===== src/rtl/mem_port_arbiter_if.sv =====
// Bundle of the fetch, load/store and memory-side signals around the shared port arbiter.
// slave = arbiter side, master = requesters plus memory.
interface mem_port_arbiter_if;
  logic        if_req_valid;
  logic        if_req_ready;
  logic [31:0] if_addr;
  logic        if_resp_valid;
  logic [31:0] if_rdata;

  logic        d_req_valid;
  logic        d_req_ready;
  logic [31:0] d_addr;
  logic [3:0]  d_be;
  logic [31:0] d_wdata;
  logic        d_resp_valid;
  logic [31:0] d_rdata;

  logic [31:0] mem_addr;
  logic [3:0]  mem_be;
  logic [31:0] mem_wdata;
  logic [31:0] mem_rdata;

  modport slave (
    input  if_req_valid, if_addr,
    input  d_req_valid, d_addr, d_be, d_wdata,
    input  mem_rdata,
    output if_req_ready, if_resp_valid, if_rdata,
    output d_req_ready, d_resp_valid, d_rdata,
    output mem_addr, mem_be, mem_wdata
  );

  modport master (
    output if_req_valid, if_addr,
    output d_req_valid, d_addr, d_be, d_wdata,
    output mem_rdata,
    input  if_req_ready, if_resp_valid, if_rdata,
    input  d_req_ready, d_resp_valid, d_rdata,
    input  mem_addr, mem_be, mem_wdata
  );
endinterface


===== src/rtl/mem_port_arbiter.sv =====
// Shares one single-port memory between instruction fetch and load/store, with data
// priority, a fetch anti-starvation limit and a programmable access latency.
//
//   state  | meaning
//   IDLE   | port free, arbitrating between requesters
//   ACCESS | port owned by the latched requester, counting MEM_LAT cycles
module mem_port_arbiter #(
  parameter int unsigned MEM_LAT    = 1,
  parameter int unsigned STARVE_MAX = 4
) (
  input logic               clk,
  input logic               rst,
  mem_port_arbiter_if.slave bus
);

  typedef enum logic {IDLE = 1'b0, ACCESS = 1'b1} state_t;

  localparam logic [3:0] LAT_LAST   = 4'(MEM_LAT - 1);
  localparam logic [3:0] STARVE_LIM = 4'(STARVE_MAX);

  state_t      state_q, state_d;
  logic        owner_q;
  logic [31:0] addr_q, wdata_q;
  logic [3:0]  be_q, lat_cnt_q, starve_cnt_q;
  logic [31:0] if_rdata_q, d_rdata_q;
  logic        if_resp_q, d_resp_q;
  logic        fetch_win, data_win, contested, last_beat;

  // Grants only exist in IDLE and never while reset is held.
  always_comb begin
    fetch_win = 1'b0;
    data_win  = 1'b0;
    if (state_q == IDLE && !rst) begin
      if (bus.if_req_valid && (!bus.d_req_valid || starve_cnt_q == STARVE_LIM))
        fetch_win = 1'b1;
      else if (bus.d_req_valid)
        data_win = 1'b1;
    end
  end

  assign contested = bus.if_req_valid && bus.d_req_valid;
  assign last_beat = (state_q == ACCESS) && (lat_cnt_q == LAT_LAST);

  always_ff @(posedge clk or posedge rst) begin
    if (rst) state_q <= IDLE;
    else     state_q <= state_d;
  end

  always_comb begin
    state_d = state_q;
    case (state_q)
      IDLE:    if (fetch_win || data_win) state_d = ACCESS;
      ACCESS:  if (last_beat)             state_d = IDLE;
      default: state_d = IDLE;
    endcase
  end

  // Byte enables only on the first ACCESS cycle so a store writes exactly once.
  always_comb begin
    bus.if_req_ready = fetch_win;
    bus.d_req_ready  = data_win;
    bus.mem_addr     = '0;
    bus.mem_wdata    = '0;
    bus.mem_be       = '0;
    if (state_q == ACCESS && !rst) begin
      bus.mem_addr  = addr_q;
      bus.mem_wdata = wdata_q;
      if (lat_cnt_q == 4'd0) bus.mem_be = be_q;
    end
  end

  always_ff @(posedge clk or posedge rst) begin
    if (rst) begin
      owner_q      <= 1'b0;
      addr_q       <= '0;
      be_q         <= '0;
      wdata_q      <= '0;
      lat_cnt_q    <= '0;
      starve_cnt_q <= '0;
      if_rdata_q   <= '0;
      d_rdata_q    <= '0;
      if_resp_q    <= 1'b0;
      d_resp_q     <= 1'b0;
    end else begin
      if_resp_q <= 1'b0;
      d_resp_q  <= 1'b0;
      if (fetch_win) begin
        owner_q      <= 1'b0;
        addr_q       <= bus.if_addr;
        be_q         <= 4'b0000;
        wdata_q      <= '0;
        lat_cnt_q    <= '0;
        starve_cnt_q <= '0;
      end else if (data_win) begin
        owner_q   <= 1'b1;
        addr_q    <= bus.d_addr;
        be_q      <= bus.d_be;
        wdata_q   <= bus.d_wdata;
        lat_cnt_q <= '0;
        if (contested && starve_cnt_q != STARVE_LIM)
          starve_cnt_q <= starve_cnt_q + 4'd1;
      end else if (state_q == ACCESS) begin
        lat_cnt_q <= lat_cnt_q + 4'd1;
        if (last_beat) begin
          if (owner_q) begin
            d_rdata_q <= bus.mem_rdata;
            d_resp_q  <= 1'b1;
          end else begin
            if_rdata_q <= bus.mem_rdata;
            if_resp_q  <= 1'b1;
          end
        end
      end
    end
  end

  assign bus.if_rdata      = if_rdata_q;
  assign bus.if_resp_valid = if_resp_q;
  assign bus.d_rdata       = d_rdata_q;
  assign bus.d_resp_valid  = d_resp_q;

endmodule


===== src/flat_wrapper.sv =====
// flat-port wrapper written by rule: the top's interface ports become plain ports
module mem_port_arbiter_flat 
#(
  parameter int unsigned MEM_LAT    = 1,
  parameter int unsigned STARVE_MAX = 4
)
  (clk, rst, bus_if_req_valid, bus_if_addr, bus_d_req_valid, bus_d_addr, bus_d_be, bus_d_wdata, bus_mem_rdata, bus_if_req_ready, bus_if_resp_valid, bus_if_rdata, bus_d_req_ready, bus_d_resp_valid, bus_d_rdata, bus_mem_addr, bus_mem_be, bus_mem_wdata);
  mem_port_arbiter_if bus_i ();
  input logic clk;
  input logic rst;
  input wire logic [$bits(bus_i.if_req_valid)-1:0] bus_if_req_valid;
  input wire logic [$bits(bus_i.if_addr)-1:0] bus_if_addr;
  input wire logic [$bits(bus_i.d_req_valid)-1:0] bus_d_req_valid;
  input wire logic [$bits(bus_i.d_addr)-1:0] bus_d_addr;
  input wire logic [$bits(bus_i.d_be)-1:0] bus_d_be;
  input wire logic [$bits(bus_i.d_wdata)-1:0] bus_d_wdata;
  input wire logic [$bits(bus_i.mem_rdata)-1:0] bus_mem_rdata;
  output wire logic [$bits(bus_i.if_req_ready)-1:0] bus_if_req_ready;
  output wire logic [$bits(bus_i.if_resp_valid)-1:0] bus_if_resp_valid;
  output wire logic [$bits(bus_i.if_rdata)-1:0] bus_if_rdata;
  output wire logic [$bits(bus_i.d_req_ready)-1:0] bus_d_req_ready;
  output wire logic [$bits(bus_i.d_resp_valid)-1:0] bus_d_resp_valid;
  output wire logic [$bits(bus_i.d_rdata)-1:0] bus_d_rdata;
  output wire logic [$bits(bus_i.mem_addr)-1:0] bus_mem_addr;
  output wire logic [$bits(bus_i.mem_be)-1:0] bus_mem_be;
  output wire logic [$bits(bus_i.mem_wdata)-1:0] bus_mem_wdata;
  assign bus_i.if_req_valid = bus_if_req_valid;
  assign bus_i.if_addr = bus_if_addr;
  assign bus_i.d_req_valid = bus_d_req_valid;
  assign bus_i.d_addr = bus_d_addr;
  assign bus_i.d_be = bus_d_be;
  assign bus_i.d_wdata = bus_d_wdata;
  assign bus_i.mem_rdata = bus_mem_rdata;
  assign bus_if_req_ready = bus_i.if_req_ready;
  assign bus_if_resp_valid = bus_i.if_resp_valid;
  assign bus_if_rdata = bus_i.if_rdata;
  assign bus_d_req_ready = bus_i.d_req_ready;
  assign bus_d_resp_valid = bus_i.d_resp_valid;
  assign bus_d_rdata = bus_i.d_rdata;
  assign bus_mem_addr = bus_i.mem_addr;
  assign bus_mem_be = bus_i.mem_be;
  assign bus_mem_wdata = bus_i.mem_wdata;
  mem_port_arbiter #(.MEM_LAT(MEM_LAT), .STARVE_MAX(STARVE_MAX)) u_core (.clk(clk), .rst(rst), .bus(bus_i));
endmodule

===== config.mk =====
export PLATFORM = sky130hd
export DESIGN_NAME = mem_port_arbiter_flat
export DESIGN_NICKNAME = d
export VERILOG_FILES = /design/src/rtl/mem_port_arbiter_if.sv /design/src/rtl/mem_port_arbiter.sv /design/src/flat_wrapper.sv
export SDC_FILE = /design/constraint.sdc
export NUM_CORES = 1
export LEC_CHECK = 0
export ABC_AREA = 1
export CELL_PAD_IN_SITES_DETAIL_PLACEMENT = 1
export CELL_PAD_IN_SITES_GLOBAL_PLACEMENT = 1
export CORE_MARGIN = 10
export CORE_UTILIZATION = 33
export DETAILED_ROUTE_END_ITERATION = 8
export HOLD_SLACK_MARGIN = 0.06
export PLACE_DENSITY = 0.9
export SLEW_MARGIN = 20
export SYNTH_ARGS = -nofsm -noshare
export SYNTH_HDL_FRONTEND = slang
export SYNTH_SLANG_ARGS = --single-unit
export TNS_END_PERCENT = 5

===== constraint.sdc =====
create_clock -name clk -period 11.6 [get_ports clk]
set_clock_uncertainty 0.2 [all_clocks]
set_input_delay 1.16 -clock clk [delete_from_list [all_inputs] [get_ports clk]]
set_output_delay 1.16 -clock clk [all_outputs]
set_load 0.02 [all_outputs]

==> results of run 1 <==
placed cells by master, fill, tap and decap left out, types with 3 or more instances in the layout:
cell type | Yosys | routed
nor2_1 | 105 | 105
nand2_1 | 297 | 296
nand3_1 | 168 | 168
inv_1 | 110 | 109
ha_1 | 4 | 4
inv_6 | 0 | 7
clkdlybuf4s50_1 | 0 | 271
dfrtp_1 | 144 | 144
clkbuf_16 | 0 | 17
clkinv_4 | 0 | 3
buf_4 | 8 | 12
report_power, final:
| group | switching [W] | internal (W) | leakage, nW |
|---|---|---|---|
| Sequential | 0.000156 | 0.000747 | 1.80 |
| Clock | 0.000241 | 0.000309 | 0.287 |
| Combinational | 0.000725 | 0.000491 | 3.02 |
worst min-delay path: stages, from the launching register on:
cell and delay [ns]:
dfrtp_1 0.34, nand2_1 0.05, nand2_1 0.05
state kept, by name, summed over array words and instances (netlist names):
| name | cells |
|---|---|
| u_core.addr_q | 32 |
| u_core.be_q | 4 |
| u_core.bus.d_rdata | 32 |
| u_core.bus.d_resp_valid | 1 |
| u_core.bus.if_rdata | 32 |
| u_core.bus.if_resp_valid | 1 |
| u_core.lat_cnt_q | 4 |
| u_core.owner_q | 1 |
| u_core.starve_cnt_q | 4 |
| u_core.state_q | 1 |
| u_core.wdata_q | 32 |
worst paths after layout:
path / to / slack, ns / cells after the start
setup / recovery: bus_mem_wdata[11] / 6.24 / 6
hold / removal: u_core.bus.if_rdata[29]$_DFFE_PP0P_ / 0.27 / 2
setup reg to reg: u_core.bus.d_rdata[31]$_DFFE_PP0P_ / 9.01 / 7
hold reg to reg: u_core.bus.if_rdata[29]$_DFFE_PP0P_ / 0.27 / 2
max in group asynchronous: u_core.bus.if_rdata[6]$_DFFE_PP0P_ / 8.55 / 3
min in group asynchronous: u_core.addr_q[0]$_DFFE_PP0P_ / 1.20 / 2
cell type report:
cell class / instances / share of cell area
clock buffers: 18 / 0.0428
well taps: 270 / 0.0329
multi-input cells: 586 / 0.245
inverters: 112 / 0.0417
clock inverters: 14 / 0.0140
flip-flops and latches: 144 / 0.351
repair buffers: 283 / 0.273
synthesized netlist by cell type:
cell type  count  share of area
nand4_1        1        0.00092
clkbuf_1      13         0.0072
nand2_4        1         0.0017
nand3_1      168           0.12
inv_4          1        0.00092
dfrtp_1      144           0.53
nand2_1      297           0.16
buf_2         31          0.023
buf_4          8         0.0088
nor3_1         1        0.00073
buf_1          1        0.00055
inv_1        110          0.061
nor2_1       105          0.058
nor3b_2        1         0.0018
o21ai_0        2         0.0015
buf_6          3         0.0050
o21ai_2        1         0.0013
inv_2          1        0.00055
ha_1           4         0.0073
nand2_2        1        0.00092
nor2_2         1        0.00092
xor2_1         2         0.0026
nor2_4         1         0.0017
kinds of logic (layout without fill, tap and decap cells):
| family | Yosys count | in the layout | share of synthesized area |
|---|---|---|---|
| simple gates | 577 | 577 | 0.353 |
| buf+inv | 168 | 427 | 0.106 |
| flops | 144 | 144 | 0.528 |
| xor+xnor | 2 | 2 | 0.00257 |
| compound gates | 3 | 3 | 0.00275 |
| fa+ha+maj | 4 | 4 | 0.00734 |
metrics by stage:
step	hold WS (ns)	cell area (sq um)	total power (W)
6_report	0.272	10300	0.00267
4_1_cts	0.274	10300	0.00271
5_1_grt	0.298	10300	0.00286
3_3_place_gp	0.253	9690	0.00207
3_5_place_dp	0.258	9690	0.00214
2_1_floorplan	0.249	6820	0.00157
per-layer routing:
metal | track usage | up-vias
li1 | - | 3228
met1 | 0.221 | 3369
met2 | 0.334 | 182
met3 | 0.0516 | 24
met4 | 0.0504 | 0
met5 | 0 | -
==> flow_metrics.env, run 1 <==
export IMPL_drive_above_1_share=0.0467
export IMPL_ys_warn_count=0
export IMPL_maxUsedRoutingLayer="met4"
export IMPL_crit_family="buffers and inverters"
export IMPL_syn_cell_area_sq_um=6820
export IMPL_firstDrtPassIters=4
export IMPL_nFillCells=2460
export IMPL_rows=52
export IMPL_fin_util=0.506
export IMPL_critPathLaunch="rst"
export IMPL_setup_viol=0
export IMPL_cts_resized_gates=0
export IMPL_syn_num_nets=1038
export IMPL_start_util=0.336
export IMPL_die_area_sq_um=26800
export IMPL_cts_sinks=144
export IMPL_fmax_mhz=187
export IMPL_worst_slack_ns=6.24
export IMPL_rsz0062_at_grt="false"
export IMPL_wl_per_cell_um=18.0
export IMPL_tightest_slew_ns=0.929
export IMPL_cts_buffers=17
export IMPL_wl_met3_um=1690
export IMPL_cpPeakStageDelay_ns=0.63
export IMPL_preCtsSetupSlack_ns=6.14
export IMPL_met1_length_um=10400
export IMPL_hold_viol=0
export IMPL_antenna_found_initial=0
export IMPL_cp_slowest_cell="clkdlybuf4s50_1"
export IMPL_netlist_instances=898
export IMPL_ioPinCount=272
export IMPL_period_minus_slack_ns=5.36
export IMPL_tritoncts="yes"
export IMPL_via_per_inst=4.77
export IMPL_hold_path_class="flip-flop to flip-flop"
export IMPL_finalWeightedCongestion=0.782
export IMPL_cp_arrival_ns=4.00
export IMPL_path_clk_slew_ns=0.06
export IMPL_leakagePower_nw=5.10
export IMPL_fp_dieW_um=164
export IMPL_reg2reg_from="u_core.state_q$_DFF_PP0_"
export IMPL_clk_latency_ns=0.41
export IMPL_power_density_nw_per_um2=260
export IMPL_wirelength_um=25600
export IMPL_htreeDepth=4
export IMPL_grt_total_usage=0.189
export IMPL_postCtsHoldBufs=0
export IMPL_fin_crit_sh=0.462
export IMPL_first_iter_violations=330
export IMPL_stdcell_count=1427
export IMPL_dpl_hpwl_um=18100
export IMPL_seqCellArea_sq_um=3600
export IMPL_hold_path_startpoint="u_core.bus.if_rdata[29]$_DFFE_PP0P_"
export IMPL_wl_met2_um=13100
export IMPL_avgSynthCellArea_sq_um=7.60
export IMPL_gr_total_overflow=0
export IMPL_antenna_cells=0
export IMPL_maxCapViolations=0
export IMPL_grt_max_degree=79
export IMPL_placedCellCount=1395
export IMPL_synth_seq_area_share=0.528
export IMPL_grt_pass1_wl_um=40200
export IMPL_io_buffers=271
export IMPL_ys_ff_latch=144
export IMPL_core_area_sq_um=20300
export IMPL_via_count=6803
export IMPL_critical_path_startpoint_type="input pin"
export IMPL_crit_fanout=78
export IMPL_die_h_um=164
export IMPL_crit_top_cell="clkdlybuf4s50_1"
export IMPL_path_cells="clkdlybuf4s50_1, inv_6, nand2_2, buf_4, nor2_1, clkdlybuf4s50_1"
export IMPL_cts_path_max_buffers=2
export IMPL_drc=0
export IMPL_slew_violations=0
export IMPL_grt_pass1_vias=7232
export IMPL_max_slew_margin=0.381
export IMPL_setup_tns_final_ns=0
export IMPL_crit_required_ns=10.24
export IMPL_worst_path_buf_inv=4
export IMPL_multiInputGateArea_sq_um=2520
export IMPL_status="completed"
export IMPL_vdd_drop_max_v=0.000102
export IMPL_nNetsFinal=1284
export IMPL_worstSetupPathType="input pin to output pin"
export IMPL_cts_setup_buffers=0
export IMPL_drtAntennaViolNets=0
export IMPL_root_buffer="clkbuf_16"
export IMPL_ys_types=23
export IMPL_end_kind="output pin"
export IMPL_area_growth_syn_to_layout_pct=50.5
No activity file was read; power rests on OpenSTA's default activity.
==> inputs of run 2 (changes only) <==
--- a/config.mk
+++ b/config.mk
@@ -9,10 +9,10 @@
 export CELL_PAD_IN_SITES_DETAIL_PLACEMENT = 1
 export CELL_PAD_IN_SITES_GLOBAL_PLACEMENT = 1
 export CORE_MARGIN = 10
-export CORE_UTILIZATION = 33
+export CORE_UTILIZATION = 28
 export DETAILED_ROUTE_END_ITERATION = 8
 export HOLD_SLACK_MARGIN = 0.06
-export PLACE_DENSITY = 0.9
+export PLACE_DENSITY = 0.82
 export SLEW_MARGIN = 20
 export SYNTH_ARGS = -nofsm -noshare
 export SYNTH_HDL_FRONTEND = slang
==> constraint.sdc (replaced) <==
create_clock -name clk -period 4.5 [get_ports clk]
set_clock_uncertainty 0.2 [all_clocks]
set_input_delay 0.45 -clock clk [delete_from_list [all_inputs] [get_ports clk]]
set_output_delay 0.45 -clock clk [all_outputs]
set_load 0.02 [all_outputs]
==> run 2 against run 1 <==
Sequential share of layout area is 0.38 points lower. Register-to-register slack worse by 6.9 ns. Core utilization down 7.6 points. Sequential power rose to 2.5 times the previous value. Worst hold slack worse by 0.0012 ns. Clock-buffer cell count increased by 1. Die area is 16% higher. Sequential cell count unchanged. First-iteration DRC count grew 57%. Largest cell class unchanged.
==> flow_metrics.env, run 2 (synthesized netlist as in run 1, its figures left out) <==
export IMPL_cts_buffers=17
export IMPL_cts_sinks=144
export IMPL_via_count=6718
export IMPL_grt_pass1_wl_um=40700
export IMPL_wl_per_cell_um=17.1
export IMPL_status="completed"
export IMPL_dpl_hpwl_um=18200
export IMPL_grt_max_degree=145
export IMPL_setup_viol=0
export IMPL_rsz0062_at_grt="false"
export IMPL_reg2reg_from="u_core.state_q$_DFF_PP0_"
export IMPL_crit_required_ns=3.85
export IMPL_cp_arrival_ns=2.66
export IMPL_nNetsFinal=1282
export IMPL_end_kind="output pin"
export IMPL_crit_top_cell="clkdlybuf4s50_1"
export IMPL_slew_violations=0
export IMPL_cts_setup_buffers=0
export IMPL_via_per_inst=4.54
export IMPL_critical_path_startpoint_type="input pin"
export IMPL_grt_total_usage=0.162
export IMPL_hold_path_startpoint="u_core.bus.if_rdata[27]$_DFFE_PP0P_"
export IMPL_final_cell_mix="296 x nand2_1, 271 x clkdlybuf4s50_1, 168 x nand3_1"
export IMPL_preCtsSetupSlack_ns=1.16
export IMPL_rows=57
export IMPL_first_iter_violations=518
export IMPL_layout_commonest_cell="nand2_1"
export IMPL_drc=0
export IMPL_grt_pass1_vias=7400
export IMPL_finalWeightedCongestion=0.781
export IMPL_ioPinCount=272
export IMPL_cp_slowest_cell="clkdlybuf4s50_1"
export IMPL_worstSetupPathType="input pin to output pin"
export IMPL_cpPeakStageDelay_ns=0.55
export IMPL_drive_above_1_share=0.0459
export IMPL_setup_tns_final_ns=0
export IMPL_vdd_drop_max_v=0.000236
export IMPL_start_util=0.282
export IMPL_crit_fanout=35
export IMPL_whs_endpoint="u_core.bus.if_rdata[27]$_DFFE_PP0P_"
export IMPL_power_density_nw_per_um2=663
export IMPL_r2r_cells=7
export IMPL_tightest_slew_ns=1.08
export IMPL_cts_resized_gates=0
export IMPL_tritoncts="yes"
export IMPL_die_area_sq_um=31000
export IMPL_rrSetupSlack_ns=2.14
export IMPL_fmax_mhz=302
export IMPL_fin_area_sq_um=10400
export IMPL_period_minus_slack_ns=3.31
export IMPL_fin_util=0.430
export IMPL_io_buffers=271
export IMPL_fin_hold_ws_ns=0.271
export IMPL_dpl_cell_area_sq_um=9780
export IMPL_root_buffer="clkbuf_16"
export IMPL_hold_viol=0
export IMPL_htreeDepth=4
export IMPL_area_growth_syn_to_layout_pct=52.2
export IMPL_hold_path_class="flip-flop to flip-flop"
export IMPL_wirelength_um=25300
export IMPL_r2r_end="u_core.addr_q[8]$_DFFE_PP0P_"
export IMPL_path_clk_slew_ns=0.06
export IMPL_fp_dieW_um=176
export IMPL_postCtsHoldBufs=0
export IMPL_worst_slack_ns=1.19
export IMPL_firstDrtPassIters=5
export IMPL_whs_path_depth=2
export IMPL_max_slew_margin=0.275
export IMPL_die_h_um=176
export IMPL_antenna_found_initial=3
export IMPL_maxCapViolations=0
export IMPL_cts_path_max_buffers=2
export IMPL_gr_total_overflow=0
export IMPL_leakagePower_nw=5.11
export IMPL_drtAntennaViolNets=0
export IMPL_fin_crit_sh=0.735
export IMPL_clk_latency_ns=0.41
export IMPL_core_area_sq_um=24200
export IMPL_path_cells="clkdlybuf4s50_1, nor2_4, nand2_2, inv_4, nand2_4, nand2_1, inv_1, clkdlybuf4s50_1"
run 2: changes by cell type in the layout (fill, tap and decap cells not counted), sizes merged, moves of 2 or more:
cell and change:
buf -2, clkinvlp +2, diode +2, inv -3
run 2: routing by layer:
layer,GRT usage,routed length [um],up-vias
met3,0.0562,1980,16
met1,0.195,10700,3279
met5,0,13,-
met4,0.0410,275,2
li1,-,-,3216
met2,0.273,12300,205
run 2: worst max path at each step:
stage	slack, ns	to	cells after the start	startpoint
after floorplan	0.37	bus_mem_wdata[10]	5	rst
after global placement	1.18	bus_d_req_ready	8	rst
after detailed placement	1.16	bus_d_req_ready	8	rst
after CTS	1.16	bus_d_req_ready	8	rst
after global routing	1.05	bus_d_req_ready	8	rst
final	1.19	bus_d_req_ready	8	rst
run 2: cell type report:
cell class,count,area (sq um)
repair buffers,281,2830
fillers,2896,13800
clock inverters,13,150
flip-flops and latches,144,3600
well taps,324,405
multi-input cells,586,2520
diodes,2,5.00
inverters,112,427
clock buffers,19,453
run 2: worst max-delay path: cells and delay by family:
family	cells	cell delay [ns]
buffers and inverters	4	1.46
and+or+nand+nor	4	0.72
run 2: metrics by stage:
stage	std cells	total power [W]
2_1_floorplan	898	0.00404
3_3_place_gp	1447	0.00537
3_5_place_dp	1447	0.00549
4_1_cts	1479	0.00699
5_1_grt	1481	0.00742
6_report	1481	0.00688
run 2: power by group:
group          total, W  switching [W]  internal [W]
clock network   0.00146       0.000602      0.000859
logic           0.00312        0.00185       0.00127
registers       0.00230       0.000376       0.00193
==> inputs of run 3 (changes only) <==
--- a/config.mk
+++ b/config.mk
@@ -9,10 +9,10 @@
 export CELL_PAD_IN_SITES_DETAIL_PLACEMENT = 1
 export CELL_PAD_IN_SITES_GLOBAL_PLACEMENT = 1
 export CORE_MARGIN = 10
-export CORE_UTILIZATION = 28
+export CORE_UTILIZATION = 31
 export DETAILED_ROUTE_END_ITERATION = 8
 export HOLD_SLACK_MARGIN = 0.06
-export PLACE_DENSITY = 0.82
+export PLACE_DENSITY = 0.86
 export SLEW_MARGIN = 20
 export SYNTH_ARGS = -nofsm -noshare
 export SYNTH_HDL_FRONTEND = slang
==> constraint.sdc (replaced) <==
create_clock -name clk -period 3.1 [get_ports clk]
set_clock_uncertainty 0.2 [all_clocks]
set_input_delay 0.31 -clock clk [delete_from_list [all_inputs] [get_ports clk]]
set_output_delay 0.31 -clock clk [all_outputs]
set_load 0.02 [all_outputs]
==> run 3 against run 2 <==
Sequential share of layout area shrank 0.11 points. Sequential power is 47% higher. Wire length rose by 3.6%. Core utilization is 4.9 points higher. Non-clock buffer count is 6 higher. Die area shrank 8.6%. Cell count is 2.5% lower. Setup slack worse by 0.84 ns. First-iteration DRC count fell by 38%. Critical path type unchanged. Largest cell class unchanged. Highest routed layer is now met4.
==> flow_metrics.env, run 3 (synthesized netlist as in run 1, its figures left out) <==
export IMPL_status="completed"
export IMPL_final_cell_mix="296 x nand2_1, 271 x clkdlybuf4s50_1, 168 x nand3_1"
export IMPL_globalRouteMet3Util=0.0466
export IMPL_maxCapViolations=0
export IMPL_dpl_hpwl_um=18700
export IMPL_leakagePower_nw=5.13
export IMPL_max_slew_margin=0.446
export IMPL_fmax_mhz=364
export IMPL_drtAntennaViolNets=0
export IMPL_cts_resized_gates=0
export IMPL_firstDrtPassIters=4
export IMPL_vdd_drop_max_v=0.000407
export IMPL_die_area_sq_um=28300
export IMPL_io_buffers=271
export IMPL_htreeDepth=4
export IMPL_antenna_found_initial=3
export IMPL_wirelength_um=26200
export IMPL_p_total_w=0.0101
export IMPL_first_iter_violations=323
export IMPL_cts_path_max_buffers=2
export IMPL_via_per_inst=4.68
export IMPL_gr_total_overflow=0
export IMPL_setup_viol=0
export IMPL_grt_max_degree=145
export IMPL_top_usage_layer="met2"
export IMPL_cts_sinks=144
export IMPL_slew_violations=0
export IMPL_core_area_sq_um=21800
export IMPL_layout_commonest_cell="nand2_1"
export IMPL_fin_hold_ws_ns=0.242
export IMPL_drive_above_1_share=0.0672
export IMPL_nNetsFinal=1288
export IMPL_grt_total_usage=0.179
export IMPL_hold_viol=0
export IMPL_cp_arrival_ns=2.24
export IMPL_grt_pass1_wl_um=40600
export IMPL_period_minus_slack_ns=2.75
export IMPL_tightest_slew_ns=0.830
export IMPL_grt_pass1_vias=7294
export IMPL_start_util=0.314
export IMPL_crit_fanout=54
export IMPL_end_kind="output pin"
export IMPL_ioPinCount=272
export IMPL_grt_use_met1=0.196
export IMPL_stdcell_count=1444
export IMPL_cts_buffers=17
export IMPL_preCtsSetupSlack_ns=0.342
export IMPL_postCtsHoldBufs=0
export IMPL_critical_path_startpoint_type="input pin"
export IMPL_path_clk_slew_ns=0.07
export IMPL_worst_slack_ns=0.354
export IMPL_drc=0
export IMPL_finalWeightedCongestion=0.759
export IMPL_cts_setup_buffers=0
export IMPL_area_growth_syn_to_layout_pct=52.7
export IMPL_fin_crit_sh=0.886
export IMPL_rsz0062_at_grt="false"
export IMPL_root_buffer="clkbuf_16"
export IMPL_fp_dieW_um=168
export IMPL_rows=54
export IMPL_clk_latency_ns=0.42
export IMPL_wl_per_cell_um=18.1
export IMPL_worstSetupPathType="input pin to output pin"
export IMPL_hold_path_class="input pin to flip-flop"
export IMPL_placedCellCount=1408
export IMPL_grtUsageMet2=0.317
export IMPL_tritoncts="yes"
export IMPL_power_density_nw_per_um2=968
export IMPL_via_count=6760
export IMPL_crit_required_ns=2.59
export IMPL_die_h_um=168
[run 3: cell types whose count changed in the layout (fill, tap and decap cells not counted), sizes merged]
cell / delta
diode: +1
buf: +6
inv: +2
bufinv: -1
clkinv: +1
clkbuf: -2
[run 3: worst max-delay path, stage by stage]
cell and delay [ns]:
clkdlybuf4s50_1 0.63, clkinvlp_4 0.19, nand2_2 0.13, buf_12 0.29, nor2_1 0.10, clkdlybuf4s50_1 0.55
[run 3: worst paths after layout]
kind / start / end / slack, ns / depth (start not counted)
setup / recovery: rst / bus_mem_be[3] / 0.35 / 6
hold / removal: bus_d_wdata[6] / u_core.wdata_q[6]$_DFFE_PP0P_ / 0.24 / 3
setup reg to reg: u_core.starve_cnt_q[0]$_DFFE_PP0P_ / u_core.wdata_q[1]$_DFFE_PP0P_ / 0.96 / 8
hold reg to reg: u_core.bus.d_rdata[8]$_DFFE_PP0P_ / u_core.bus.d_rdata[8]$_DFFE_PP0P_ / 0.27 / 2
max in group asynchronous: rst / u_core.lat_cnt_q[3]$_DFFE_PP0P_ / 1.60 / 3
min in group asynchronous: rst / u_core.addr_q[19]$_DFFE_PP0P_ / 0.48 / 3
[run 3: power by group]
| group | internal [W] | switching [W] | leakage [nW] |
|---|---|---|---|
| clock network | 0.00113 | 0.000910 | 0.279 |
| logic | 0.00190 | 0.00278 | 3.05 |
| registers | 0.00279 | 0.000571 | 1.80 |
| total | 0.00582 | 0.00426 | 5.13 |
[run 3: layout make-up]
class	count	area, sq um
sequential	144	3600
tap	280	350
multi-input combinational	586	2570
fill	2635	11300
clock buffer	17	425
antenna	3	7.51
inverter	112	427
clock inverter	15	148
timing repair buffer	287	2890
[run 3: metal layers]
layer / vias to the layer above / wire (um)
met5: - / 0
met4: 0 / 897
met3: 45 / 1400
met2: 154 / 13700
met1: 3322 / 10200
li1: 3239 / -
[run 3: metrics by stage]
step | cell area, sq um | setup TNS, ns | util
floorplan | 6910 | -45.78 | -
global placement | 9810 | 0 | 0.451
detailed placement | 9810 | 0 | 0.451
CTS | 10400 | 0 | 0.477
global route | 10400 | 0 | 0.479
finish | 10400 | 0 | 0.479
